===== config.mk =====
export PLATFORM = sky130hd
export DESIGN_NAME = div_job_sequencer
export DESIGN_NICKNAME = d
export VERILOG_FILES = /design/src/rtl/div_job_sequencer.sv
export SDC_FILE = /design/constraint.sdc
export NUM_CORES = 1
export LEC_CHECK = 0
export CORE_MARGIN = 5
export CORE_UTILIZATION = 40
export DETAILED_ROUTE_END_ITERATION = 12
export SETUP_SLACK_MARGIN = 0.2
export SLEW_MARGIN = 5
export SYNTH_ARGS = -nofsm -noshare
export SYNTH_HDL_FRONTEND = slang
export SYNTH_SLANG_ARGS = --single-unit

===== constraint.sdc =====
create_clock -name clk -period 2.6 [get_ports clk]
set_input_delay 0.78 -clock clk [delete_from_list [all_inputs] [get_ports clk]]
set_output_delay 0.78 -clock clk [all_outputs]
set_load 0.05 [all_outputs]

===== src/rtl/div_job_sequencer.sv =====
// Job FIFO plus issue/capture FSM sitting in front of the iterative divider.
// A watchdog forces a timeout-flagged result so a hung divider never stalls the pipeline.
module div_job_sequencer #(
    parameter int WIDTH   = 10,
    parameter int DEPTH   = 4,
    parameter int TIMEOUT = 64
) (
    input  logic                     clk,
    input  logic                     rst_n,
    input  logic                     sclr,
    input  logic                     in_valid,
    output logic                     in_ready,
    input  logic [WIDTH-1:0]         in_a,
    input  logic [WIDTH-1:0]         in_b,
    output logic [WIDTH-1:0]         div_a,
    output logic [WIDTH-1:0]         div_b,
    output logic                     div_start,
    output logic                     div_sclr,
    input  logic                     div_busy,
    input  logic                     div_valid,
    input  logic [WIDTH-1:0]         div_q,
    input  logic                     div_dvz,
    input  logic                     div_ovf,
    output logic                     out_valid,
    input  logic                     out_ready,
    output logic [WIDTH-1:0]         out_q,
    output logic                     out_dvz,
    output logic                     out_ovf,
    output logic                     out_tmo,
    output logic [$clog2(DEPTH):0]   fifo_count
);

    localparam int AW = $clog2(DEPTH);
    localparam int CW = AW + 1;
    localparam int WW = $clog2(TIMEOUT) + 1;
    localparam logic [WW-1:0] TMO_LAST = WW'(TIMEOUT - 1);

    localparam logic [1:0] ST_IDLE  = 2'd0;
    localparam logic [1:0] ST_START = 2'd1;
    localparam logic [1:0] ST_WAIT  = 2'd2;
    localparam logic [1:0] ST_HOLD  = 2'd3;

    logic [WIDTH-1:0] mem_a_q [DEPTH];
    logic [WIDTH-1:0] mem_b_q [DEPTH];
    logic [AW-1:0]    wr_ptr_q, wr_ptr_d;
    logic [AW-1:0]    rd_ptr_q, rd_ptr_d;
    logic [CW-1:0]    count_q, count_d;
    logic [1:0]       state_q, state_d;
    logic [WW-1:0]    wdog_q, wdog_d;
    logic [WIDTH-1:0] div_a_q, div_a_d;
    logic [WIDTH-1:0] div_b_q, div_b_d;
    logic [WIDTH-1:0] res_quot_q, res_quot_d;
    logic             res_dvz_q, res_dvz_d;
    logic             res_ovf_q, res_ovf_d;
    logic             res_tmo_q, res_tmo_d;
    logic             push;
    logic             pop;

    // A push offered together with sclr is dropped, and a full FIFO never accepts
    // even if the head is popped in the same cycle.
    assign in_ready = (count_q != CW'(DEPTH));
    assign push     = in_valid & in_ready & ~sclr;
    assign pop      = (state_q == ST_IDLE) & (count_q != '0) & ~div_busy;

    assign fifo_count = count_q;
    assign div_a      = div_a_q;
    assign div_b      = div_b_q;
    assign div_start  = (state_q == ST_START);
    assign div_sclr   = sclr | ~rst_n;
    assign out_valid  = (state_q == ST_HOLD);
    assign out_q      = res_quot_q;
    assign out_dvz    = res_dvz_q;
    assign out_ovf    = res_ovf_q;
    assign out_tmo    = res_tmo_q;

    always_ff @(posedge clk) begin
        if (push) begin
            mem_a_q[wr_ptr_q] <= in_a;
            mem_b_q[wr_ptr_q] <= in_b;
        end
    end

    always_comb begin
        wr_ptr_d   = wr_ptr_q;
        rd_ptr_d   = rd_ptr_q;
        count_d    = count_q;
        state_d    = state_q;
        wdog_d     = wdog_q;
        div_a_d    = div_a_q;
        div_b_d    = div_b_q;
        res_quot_d = res_quot_q;
        res_dvz_d  = res_dvz_q;
        res_ovf_d  = res_ovf_q;
        res_tmo_d  = res_tmo_q;

        if (push) wr_ptr_d = wr_ptr_q + 1'b1;
        if (pop)  rd_ptr_d = rd_ptr_q + 1'b1;
        if (push && !pop)      count_d = count_q + 1'b1;
        else if (!push && pop) count_d = count_q - 1'b1;

        case (state_q)
            ST_IDLE: begin
                if (pop) begin
                    div_a_d = mem_a_q[rd_ptr_q];
                    div_b_d = mem_b_q[rd_ptr_q];
                    state_d = ST_START;
                end
            end
            ST_START: begin
                wdog_d  = '0;
                state_d = ST_WAIT;
            end
            ST_WAIT: begin
                wdog_d = wdog_q + 1'b1;
                // A real result wins over a timeout reached in the same cycle.
                if (div_valid) begin
                    res_quot_d = div_q;
                    res_dvz_d  = div_dvz;
                    res_ovf_d  = div_ovf;
                    res_tmo_d  = 1'b0;
                    state_d    = ST_HOLD;
                end else if (wdog_q == TMO_LAST) begin
                    res_quot_d = '0;
                    res_dvz_d  = 1'b0;
                    res_ovf_d  = 1'b0;
                    res_tmo_d  = 1'b1;
                    state_d    = ST_HOLD;
                end
            end
            ST_HOLD: begin
                if (out_ready) state_d = ST_IDLE;
            end
            default: state_d = ST_IDLE;
        endcase
    end

    always_ff @(posedge clk or negedge rst_n) begin
        if (!rst_n) begin
            wr_ptr_q   <= '0;
            rd_ptr_q   <= '0;
            count_q    <= '0;
            state_q    <= ST_IDLE;
            wdog_q     <= '0;
            div_a_q    <= '0;
            div_b_q    <= '0;
            res_quot_q <= '0;
            res_dvz_q  <= 1'b0;
            res_ovf_q  <= 1'b0;
            res_tmo_q  <= 1'b0;
        end else if (sclr) begin
            wr_ptr_q   <= '0;
            rd_ptr_q   <= '0;
            count_q    <= '0;
            state_q    <= ST_IDLE;
            wdog_q     <= '0;
            div_a_q    <= '0;
            div_b_q    <= '0;
            res_quot_q <= '0;
            res_dvz_q  <= 1'b0;
            res_ovf_q  <= 1'b0;
            res_tmo_q  <= 1'b0;
        end else begin
            wr_ptr_q   <= wr_ptr_d;
            rd_ptr_q   <= rd_ptr_d;
            count_q    <= count_d;
            state_q    <= state_d;
            wdog_q     <= wdog_d;
            div_a_q    <= div_a_d;
            div_b_q    <= div_b_d;
            res_quot_q <= res_quot_d;
            res_dvz_q  <= res_dvz_d;
            res_ovf_q  <= res_ovf_d;
            res_tmo_q  <= res_tmo_d;
        end
    end

endmodule


* Word level (Yosys, flattened, before mapping)
Memory sizes are Yosys's and may differ from the RTL's.
Index checks and enable logic that the tools add are counted.
** Word-level totals
- Bits of input ports :: 39
- Memories kept :: 2
- Output and inout bits :: 40
- Logic and storage cells :: 88
- Bits in registers :: 49
- Bits in writable memories :: 80
** Cells by class
- Reductions and logical operators :: 16
- Bitwise logic cells :: 8
- Add/sub/neg operators :: 5
- Multiplexer cells :: 38
- Equality and inequality tests :: 8
** Memories
- mem_a_q :: words 4, bits a word 10, rd ports 1, clocked after Yosys merged registers in 0, write ports 1, line 43 : logic [WIDTH-1:0] mem_a_q [DEPTH];
- mem_b_q :: words 4, bits a word 10, rd ports 1, clocked after Yosys merged registers in 0, write ports 1, line 44 : logic [WIDTH-1:0] mem_b_q [DEPTH];
** Operator list (count)
- 10-bit 2-to-1 mux :: 10
- 2-bit 2-to-1 mux :: 9
- 7-bit one-hot mux with 2 select lines :: 1
- 1-bit 2-to-1 mux :: 13
- 3-bit nonzero test :: 4
- 3-bit 2-to-1 mux :: 3
- 2-bit one-hot mux with 4 select lines :: 1
- 2-bit nonzero test :: 4
- 7-bit by 1-bit adder with 7-bit output, second input constant :: 1
- 7-bit by 6-bit == test with 1-bit output, second input constant :: 1
- 7-bit 2-to-1 mux :: 1
- 3-bit inequality test, second input constant :: 2
- 2-bit by 1-bit adder with 2-bit output, second input constant :: 2
- 1-bit AND :: 4
- 2-bit == test, second input constant :: 2
- 4-bit inequality test, second input constant :: 1
- 2-bit AND reduction :: 2
- 3-bit by 1-bit adder with 3-bit output, second input constant :: 1
- 3-bit by 2-bit inequality test with 1-bit output, second input constant :: 1
- 1-bit inverter :: 3
- 3-bit AND reduction :: 1
- 3-bit by 1-bit subtractor with 3-bit output, second input constant :: 1
- 2-bit by 1-bit == test with 1-bit output, second input constant :: 1
- 1-bit logical AND :: 2
- other kinds (3) :: 4

* Longest topological paths before layout
Gate-level depths: netlist of run 1.
- Depth in word-level cells :: 8
- Mapped depth :: 12
- Mapped depth without buffers :: 10

* Least setup slack after synthesis of run 1
OpenSTA, ideal clock, no wires.
- Path kind :: input to register
- From :: in div_busy
- To :: reg count_q[2] (netlist: fifo_count[2])
- Library setup time :: 0.124 ns
- Path buffers :: 2
- Path slack :: -0.137 ns
- Stages :: 10
- Data arrival time :: 2.613 ns
- Data required time :: 2.476 ns
- Cells stage by stage :: and2b_4 > nor2b_1 > buf_2 > buf_2 > nor3_1 > fa_1 > or2b_1 > mux2_2 > o22ai_1 > a21oi_1
** On the way
- Word-level cells in the longest chain between the ends :: 6
- Elaborated cells on any way between the ends :: 8
- Those cells by class :: mux: 2; bitwise: 2; reduce/logical: 4
** RTL lines
- start: declaration :: line 19 : input logic div_busy,
- 1-bit inverter (*) :: line 63 : assign pop = (state_q == ST_IDLE) & (count_q != '0) & ~div_busy;
- 1-bit AND (*) :: line 63
- 1-bit zero test :: line 98 : if (push && !pop) count_d = count_q + 1'b1;
- 1-bit logical AND :: line 98
- 3-bit 2-to-1 mux :: line 98
- 3-bit 2-to-1 mux :: line 150 : end else if (sclr) begin
- end signal: assignment :: line 165 : count_q <= count_d;
- end: declaration :: line 47 : logic [CW-1:0] count_q, count_d;
Every way passes the cells marked *; elsewhere a longest branch is shown, timed or not.
A chain may end at the register's enable or synchronous reset.

* Worst setup path in the final report of run 1
- From :: reg res_quot_q[8] (netlist: out_q[8])
- To :: out out_q[8]
** RTL lines
- start: declaration :: line 52 : logic [WIDTH-1:0] res_quot_q, res_quot_d;
- start signal: assignment :: line 170 : res_quot_q <= res_quot_d;
- end: declaration :: line 26 : output logic [WIDTH-1:0] out_q,
No word-level cell between the ends.

==> results of run 1 <==
==> kinds of logic after synthesis <==
logic type      count (synthesis)
compound gates                 63
xor+xnor                        7
fa+ha+maj                      10
buf+inv                        32
flops                         129
mux                            26
simple gates                  102
==> per-stage QoR <==
| stage | hold slack, ns | worst slack, ns | util [%] | power, mW |
|---|---|---|---|---|
| after floorplan | 0.4844 | -0.01135 | - | 4.102 |
| after global placement | 0.5170 | -0.2359 | 49.02 | 4.802 |
| after detailed placement | 0.5214 | -0.2619 | 49.02 | 4.835 |
| after CTS | 0.5167 | 0.2013 | 52.93 | 6.908 |
| after global routing | 0.5505 | 0.2021 | 53.13 | 7.177 |
| final | 0.4919 | 0.2422 | 53.13 | 6.812 |
==> flip-flops by register name, indices dropped and copies added (netlist names) <==
signal,cells
div_a,10
div_b,10
fifo_count,3
mem_a_q,40
mem_b_q,40
out_dvz,1
out_ovf,1
out_q,10
out_tmo,1
rd_ptr_q,2
state_q,2
wdog_q,7
wr_ptr_q,2
==> final cells by class <==
type | count | share of cell area [%]
clock inverter | 6 | 0.5198
timing repair buffer | 97 | 14.21
sequential | 129 | 52.00
multi-input combinational | 208 | 22.57
inverter | 10 | 0.5377
tap | 176 | 3.155
clock buffer | 26 | 7.008
==> cell usage after synthesis (all sizes together) (2+ instances only) <==
library cell and number:
edfxtp 80, dfrtp 49, nand2 45, a21oi 38, mux4 20, nand3 17, nor2 17, clkbuf 14
o21ai 14, inv 10, ha 9, buf 8, and2 4, and3 4, mux2 4, nand2b 4
xnor2 4, a31oi 3, nand3b 3, xor2 3, mux2i 2, nor2b 2, nor3 2
==> power groups by stage <==
stage | Clock (mW) | Combinational (mW) | Sequential, mW
floorplan | 0 | 1.10 | 3.00
global placement | 0 | 2.17 | 2.63
detailed placement | 0 | 2.20 | 2.64
CTS | 2.13 | 2.17 | 2.60
global route | 2.24 | 2.30 | 2.63
finish | 2.08 | 2.13 | 2.60
==> final timing paths <==
path,start,end,slack [ns],cells after the start
worst min register to register,div_a[8],div_a[8],0.52,2
worst max-delay path,out_q[8],out_q[8],0.24,1
max in group asynchronous,rst_n,fifo_count[2],1.61,2
worst min-delay path,rst_n,out_ovf,0.49,2
worst max register to register,state_q[0],fifo_count[2],0.34,10
min in group clk,div_a[8],div_a[8],0.52,2
==> timing repair <==
item	4_1_cts	5_1_grt
hold buffers	0	0
gates resized for setup	9	11
endpoints found under the setup margin	9	11
setup buffers	0	0
==> layer usage <==
layer / up-vias / track usage [%] / share of wire [%]
met5: - / 0 / 0
met4: 0 / 5.548 / 1.7
met3: 17 / 4.350 / 4.6
met2: 83 / 26.54 / 52
met1: 1627 / 17.74 / 42
li1: 1546 / - / -
==> summary.md, run 1 <==
| Metric | Value |
|---|---|
| Status | `finished clean` |
| Top cell type's share of synthesized area | `45.12%` |
| DP Area | `0.006440 mm²` |
| Pwr Density | `975.9 mW/mm²` |
| Synth Area in Adders | `~2.5%` |
| Total number of H-tree levels | `4` |
| Net Sw Power | `2.227 mW` |
| DRT Pass-1 Iters | `4` |
| Setup tns final | `0 ns` |
| Worst Setup Start Kind | `flip-flop` |
| Multi-input logic area | `0.001575 mm²` |
| Area contributors post-synth | `edfxtp_1, dfrtp_1, mux4_2` |
| Most frequent cells in the layout | `edfxtp_1, clkdlybuf4s50_1, dfrtp_1` |
| Unrepaired setup endpoints after global routing | `false` |
| Sequential share of the synthesized area | `68.16%` |
| Switch share | `about a third` |
| Slowest stage delay, CP | `0.82 ns` |
| CTS clk-pin slew, worst paths | `0.05 ns` |
| Post-synth EDFFs | `80` |
| Fillers | `1120` |
| Syn Area/Cell | `roughly 14 µm²` |
| Core area | `0.01314 mm²` |
| Sequential Area | `0.003630 mm²` |
| First-pass GRT wire length | `18580 µm` |
| Number of buffers created by CTS | `17` |
| Slowest stage cell, crit path | `clkdlybuf4s50_1` |
| Mux contribution to synthesized area | `around a tenth` |
| Synth Cell Area | `0.005324 mm²` |
| Leakage Power | `2.737 nW` |
| Largest family of logic cells by synthesized area | `multiplexers` |
| Buffers & Inverters on Critical Path | `1` |
| CP arrival | `1.58 ns` |
| Vias per inst | `5.020` |
| Fin crit period | `about 2.4 ns` |
| Number of diodes | `0` |
| Pin count of the biggest net entering global routing | `50` |
| Slew margin rel. | `55.96%` |
| GPL Wtd Cong | `slightly above 0.7` |
| Synth Warn # | `0` |
| Mapped Cells | `369` |
| Clock network fraction of total power | `30.6%` |
| Synth unique cells | `41` |
| Final net count | `512` |
| Initial DRC Count | `between 100 and 150` |
| Share of power burned in registers | `38.1%` |
| Area grow syn2layout | `31.12%` |
| Fraction of registers with async set/reset | `between 30% and 40%` |
| Internal | `4.585 mW` |
| MaxCap Viol Count | `0` |
| Max frequency | `424.1 MHz` |
| Combinational share of power | `31.3%` |
| Setup Viol. Count Final | `0` |
| Simple-gate area share of the yosys netlist | `under 10%` |
| Worst Path Max Fanout | `2` |
| Finished Cell Area | `0.006980 mm²` |
| Number of synthesized register bits | `approximately 130` |
| Tot GR Track Use | `15.14%` |
| Vias | `3273` |
| CTS tree | `yes` |
| Syn Nets | `~420` |
| I/O Pins | `79` |
| Clk sinks | `~130` |
| Critical path cell sequence | `clkdlybuf4s50_1` |
| Layout cells sized above 1 | `~17%` |
| Post-Synth XOR/XNOR Area | `~1.2%` |
| I/O Buffers | `78` |
| Final wirelength | `11180 µm` |
| Post-synthesis compound-gate area fraction | `under 10%` |
| DRC Markers | `0` |
| Initial core utilization | `40.52%` |
| Vias in the first global route | `3533` |
| Final Skew | `0.007300 ns` |
| Fin crit share | `90.69%` |
| Required @ worst endpoint | `1.82 ns` |
| Cells after DPL | `620` |
| Crit path kind | `reg -> out` |
| Die area | `0.01572 mm²` |
| Delay-heaviest family, CP | `buffers and inverters` |
| Hold Path Class | `in -> async` |
| Final hold vios | `0` |
| Peak supply drop | `0.4327 mV` |
| Average wire per standard cell | `approximately 17 µm` |
| Commonest non-fill, non-tap cell in the layout | `edfxtp_1` |
| Post-route ant nets | `0` |
| Synth area leader | `edfxtp_1` |
| Die extent in x | `125.4 µm` |
| Clk_lat worst skew | `0.41 ns` |
| Rows | `42` |
| CP endpoint kind | `primary output` |
| Worst slew pin tran | `0.6606 ns` |
| Die Span Y | `125.4 µm` |
| Fin. max-slew vios | `0` |
| Grt ovf | `0` |
| Leading register cell type out of synthesis | `edfxtp_1` |
| Initial antenna violation count | `0` |
| Cell Count, Final, Fillers Out | `652` |
| DP Wirelength | `between 7000 and 8000 µm` |
| Root buffer cell | `clkbuf_16` |
| Longest Clk Path Bufs | `2` |
(Power assumes the default switching activity.)
==> run 2, diff against run 1 <==
DONT_BUFFER_PORTS = 1   (was not set)
SKIP_CTS_REPAIR_TIMING = 1   (was not set)
SLEW_MARGIN = 15   (was 5)
==> summary.md, run 2 (synthesis gave the netlist of run 1 again) <==
| Metric | Value |
|---|---|
| Status | `finished clean (unchanged)` |
| Worst Setup Start Kind | `flip-flop (unchanged)` |
| Total number of H-tree levels | `4 (unchanged)` |
| Unrepaired setup endpoints after global routing | `false (unchanged)` |
| Fin util | `46.82% (was 53.13%)` |
| Die extent in x | `125.4 µm (unchanged)` |
| DRC Markers | `0 (unchanged)` |
| Slowest stage cell, crit path | `dfrtp_1 (was clkdlybuf4s50_1)` |
| Worst slew pin tran | `0.6065 ns (was 0.6606 ns)` |
| Fillers | `1158 (was 1120)` |
| Leakage Power | `2.247 nW (was 2.737 nW)` |
| Setup Viol. Count Final | `0 (unchanged)` |
| I/O Buffers | `0 (was 78)` |
| Longest Clk Path Bufs | `2 (unchanged)` |
| DP Wirelength | `6864 µm (was 7286 µm)` |
| Critical Path Stages | `10 (was 1)` |
| Crit path kind | `reg -> reg (was reg -> out)` |
| Post-route ant nets | `0 (unchanged)` |
| Slowest stage delay, CP | `0.41 ns (was 0.82 ns)` |
| GPL Wtd Cong | `0.7754 (was 0.7272)` |
| Rows | `42 (unchanged)` |
| Die Span Y | `125.4 µm (unchanged)` |
| Most frequent cells in the layout | `edfxtp_1, dfrtp_1, nand2_1 (was edfxtp_1, clkdlybuf4s50_1, dfrtp_1)` |
| Top Registers | `mem_a_q (40), mem_b_q (40) (unchanged)` |
| Finished Cell Area | `0.006151 mm² (was 0.006980 mm²)` |
| Hold Path Class | `in -> async (unchanged)` |
| Pin count of the biggest net entering global routing | `57 (was 50)` |
| Area grow syn2layout | `15.53% (was 31.12%)` |
| Die area | `0.01572 mm² (unchanged)` |
| Final Skew | `0.005442 ns (was 0.007300 ns)` |
| Number of diodes | `0 (unchanged)` |
| Reg2reg path depth | `10 (unchanged)` |
| Vias | `3013 (was 3273)` |
| DP Area | `0.005579 mm² (was 0.006440 mm²)` |
| Power, Total | `6.560 mW (was 6.812 mW)` |
| Critical path cell sequence | `inv_2 > ha_4 > and2b_4 > nor2b_4 > nor3_2 > fa_2 > or2b_1 > mux2_2 > o22ai_1 > a21oi_1 (was clkdlybuf4s50_1)` |
| Clk_lat worst skew | `0.41 ns (about the same)` |
| Vias per inst | `5.249 (was 5.020)` |
| CP endpoint kind | `flip-flop (was primary output)` |
| Initial DRC Count | `144 (was 126)` |
| CTS clk-pin slew, worst paths | `0.06 ns (was 0.05 ns)` |
| First-pass GRT wire length | `17550 µm (was 18580 µm)` |
| Worst Path Max Fanout | `7 (was 2)` |
| Fin. max-slew vios | `0 (unchanged)` |
| Initial antenna violation count | `0 (unchanged)` |
| Final hold vios | `0 (unchanged)` |
| Root buffer cell | `clkbuf_16 (unchanged)` |
| Layout cells sized above 1 | `19.60% (was 17.23%)` |
| Final net count | `434 (was 512)` |
| Core area | `0.01314 mm² (unchanged)` |
| CP arrival | `2.62 ns (was 1.58 ns)` |
| Number of buffers created by CTS | `17 (unchanged)` |
| MaxCap Viol Count | `0 (unchanged)` |
| Vias in the first global route | `3167 (was 3533)` |
| Fin crit period | `2.319 ns (was 2.358 ns)` |
| Peak supply drop | `0.5383 mV (was 0.4327 mV)` |
| Delay-heaviest family, CP | `simple AND/OR/NAND/NOR gates (was buffers and inverters)` |
| I/O Pins | `79 (unchanged)` |
| Commonest non-fill, non-tap cell in the layout | `edfxtp_1 (unchanged)` |
| Required @ worst endpoint | `2.90 ns (was 1.82 ns)` |
| Final WS setup | `0.2814 ns (was 0.2422 ns)` |
| Pwr Density | `1067 mW/mm² (was 975.9 mW/mm²)` |
| Final wirelength | `10710 µm (was 11180 µm)` |
| Clk sinks | `129 (unchanged)` |
| DRT Pass-1 Iters | `4 (unchanged)` |
| Average wire per standard cell | `18.66 µm (was 17.15 µm)` |
| Initial core utilization | `40.52% (unchanged)` |
| Grt ovf | `0 (unchanged)` |
| Buffers & Inverters on Critical Path | `1 (unchanged)` |
| Tot GR Track Use | `14.44% (was 15.14%)` |
| Max frequency | `431.3 MHz (was 424.1 MHz)` |
| Fin crit share | `89.18% (was 90.69%)` |
| Slew margin rel. | `59.57% (was 55.96%)` |
| CTS tree | `yes (unchanged)` |
| DP Worst Slack | `0.1000 ns (was -0.2619 ns)` |
[run 2: cell count changes in the layout (fill, tap and decap cells not counted), moves of 3 or more]
cell | before | now
clkbuf_8 | 3 | 0
dlymetal6s2s_1 | 9 | 0
clkdlybuf4s50_1 | 55 | 0
buf_4 | 16 | 19
dlygate4sd2_1 | 9 | 0
buf_12 | 6 | 0
[run 2: final timing paths]
kind	from	to	slack (ns)
hold reg to reg	wdog_q[6]	wdog_q[6]	0.58
setup reg to reg	state_q[0]	fifo_count[2]	0.28
min in group clk	sclr	out_q[9]	0.43
hold / removal	rst_n	fifo_count[0]	0.06
max in group asynchronous	rst_n	wdog_q[6]	2.44
setup / recovery	state_q[0]	fifo_count[2]	0.28
[run 2: metal layers]
layer / global-route usage [%] / vias up / routed length (µm)
met5: 0 / - / 0
met4: 5.740 / 0 / 136
met3: 7.420 / 12 / 1055
met2: 24.61 / 101 / 5577
met1: 15.17 / 1512 / 3939
li1: - / 1388 / -
[run 2: stage by stage]
stage / hold slack, ns / setup TNS, ns / instances
after floorplan: 0.4844 / -0.01135 / 369
after global placement: 0.4874 / 0 / 539
after detailed placement: 0.4862 / 0 / 539
after CTS: 0.04057 / 0 / 571
after global routing: 0.03832 / 0 / 574
final: 0.05802 / 0 / 574
[run 2: where the power goes]
part	switching (mW)	internal, mW
Combinational	0.867	0.657
Clock	0.813	1.30
Sequential	0.504	2.42
[run 2: cell type report]
type | count | area, µm² | area share, %
Timing Repair Buffer | 19 | 142.6 | 2.319
Clock inverter | 11 | 91.34 | 1.485
Multi-Input combinational cell | 208 | 1590 | 25.85
Sequential cell | 129 | 3628 | 58.99
Tap cell | 176 | 220.2 | 3.580
Inverter | 10 | 37.54 | 0.6103
Clock buffer | 21 | 440.4 | 7.160
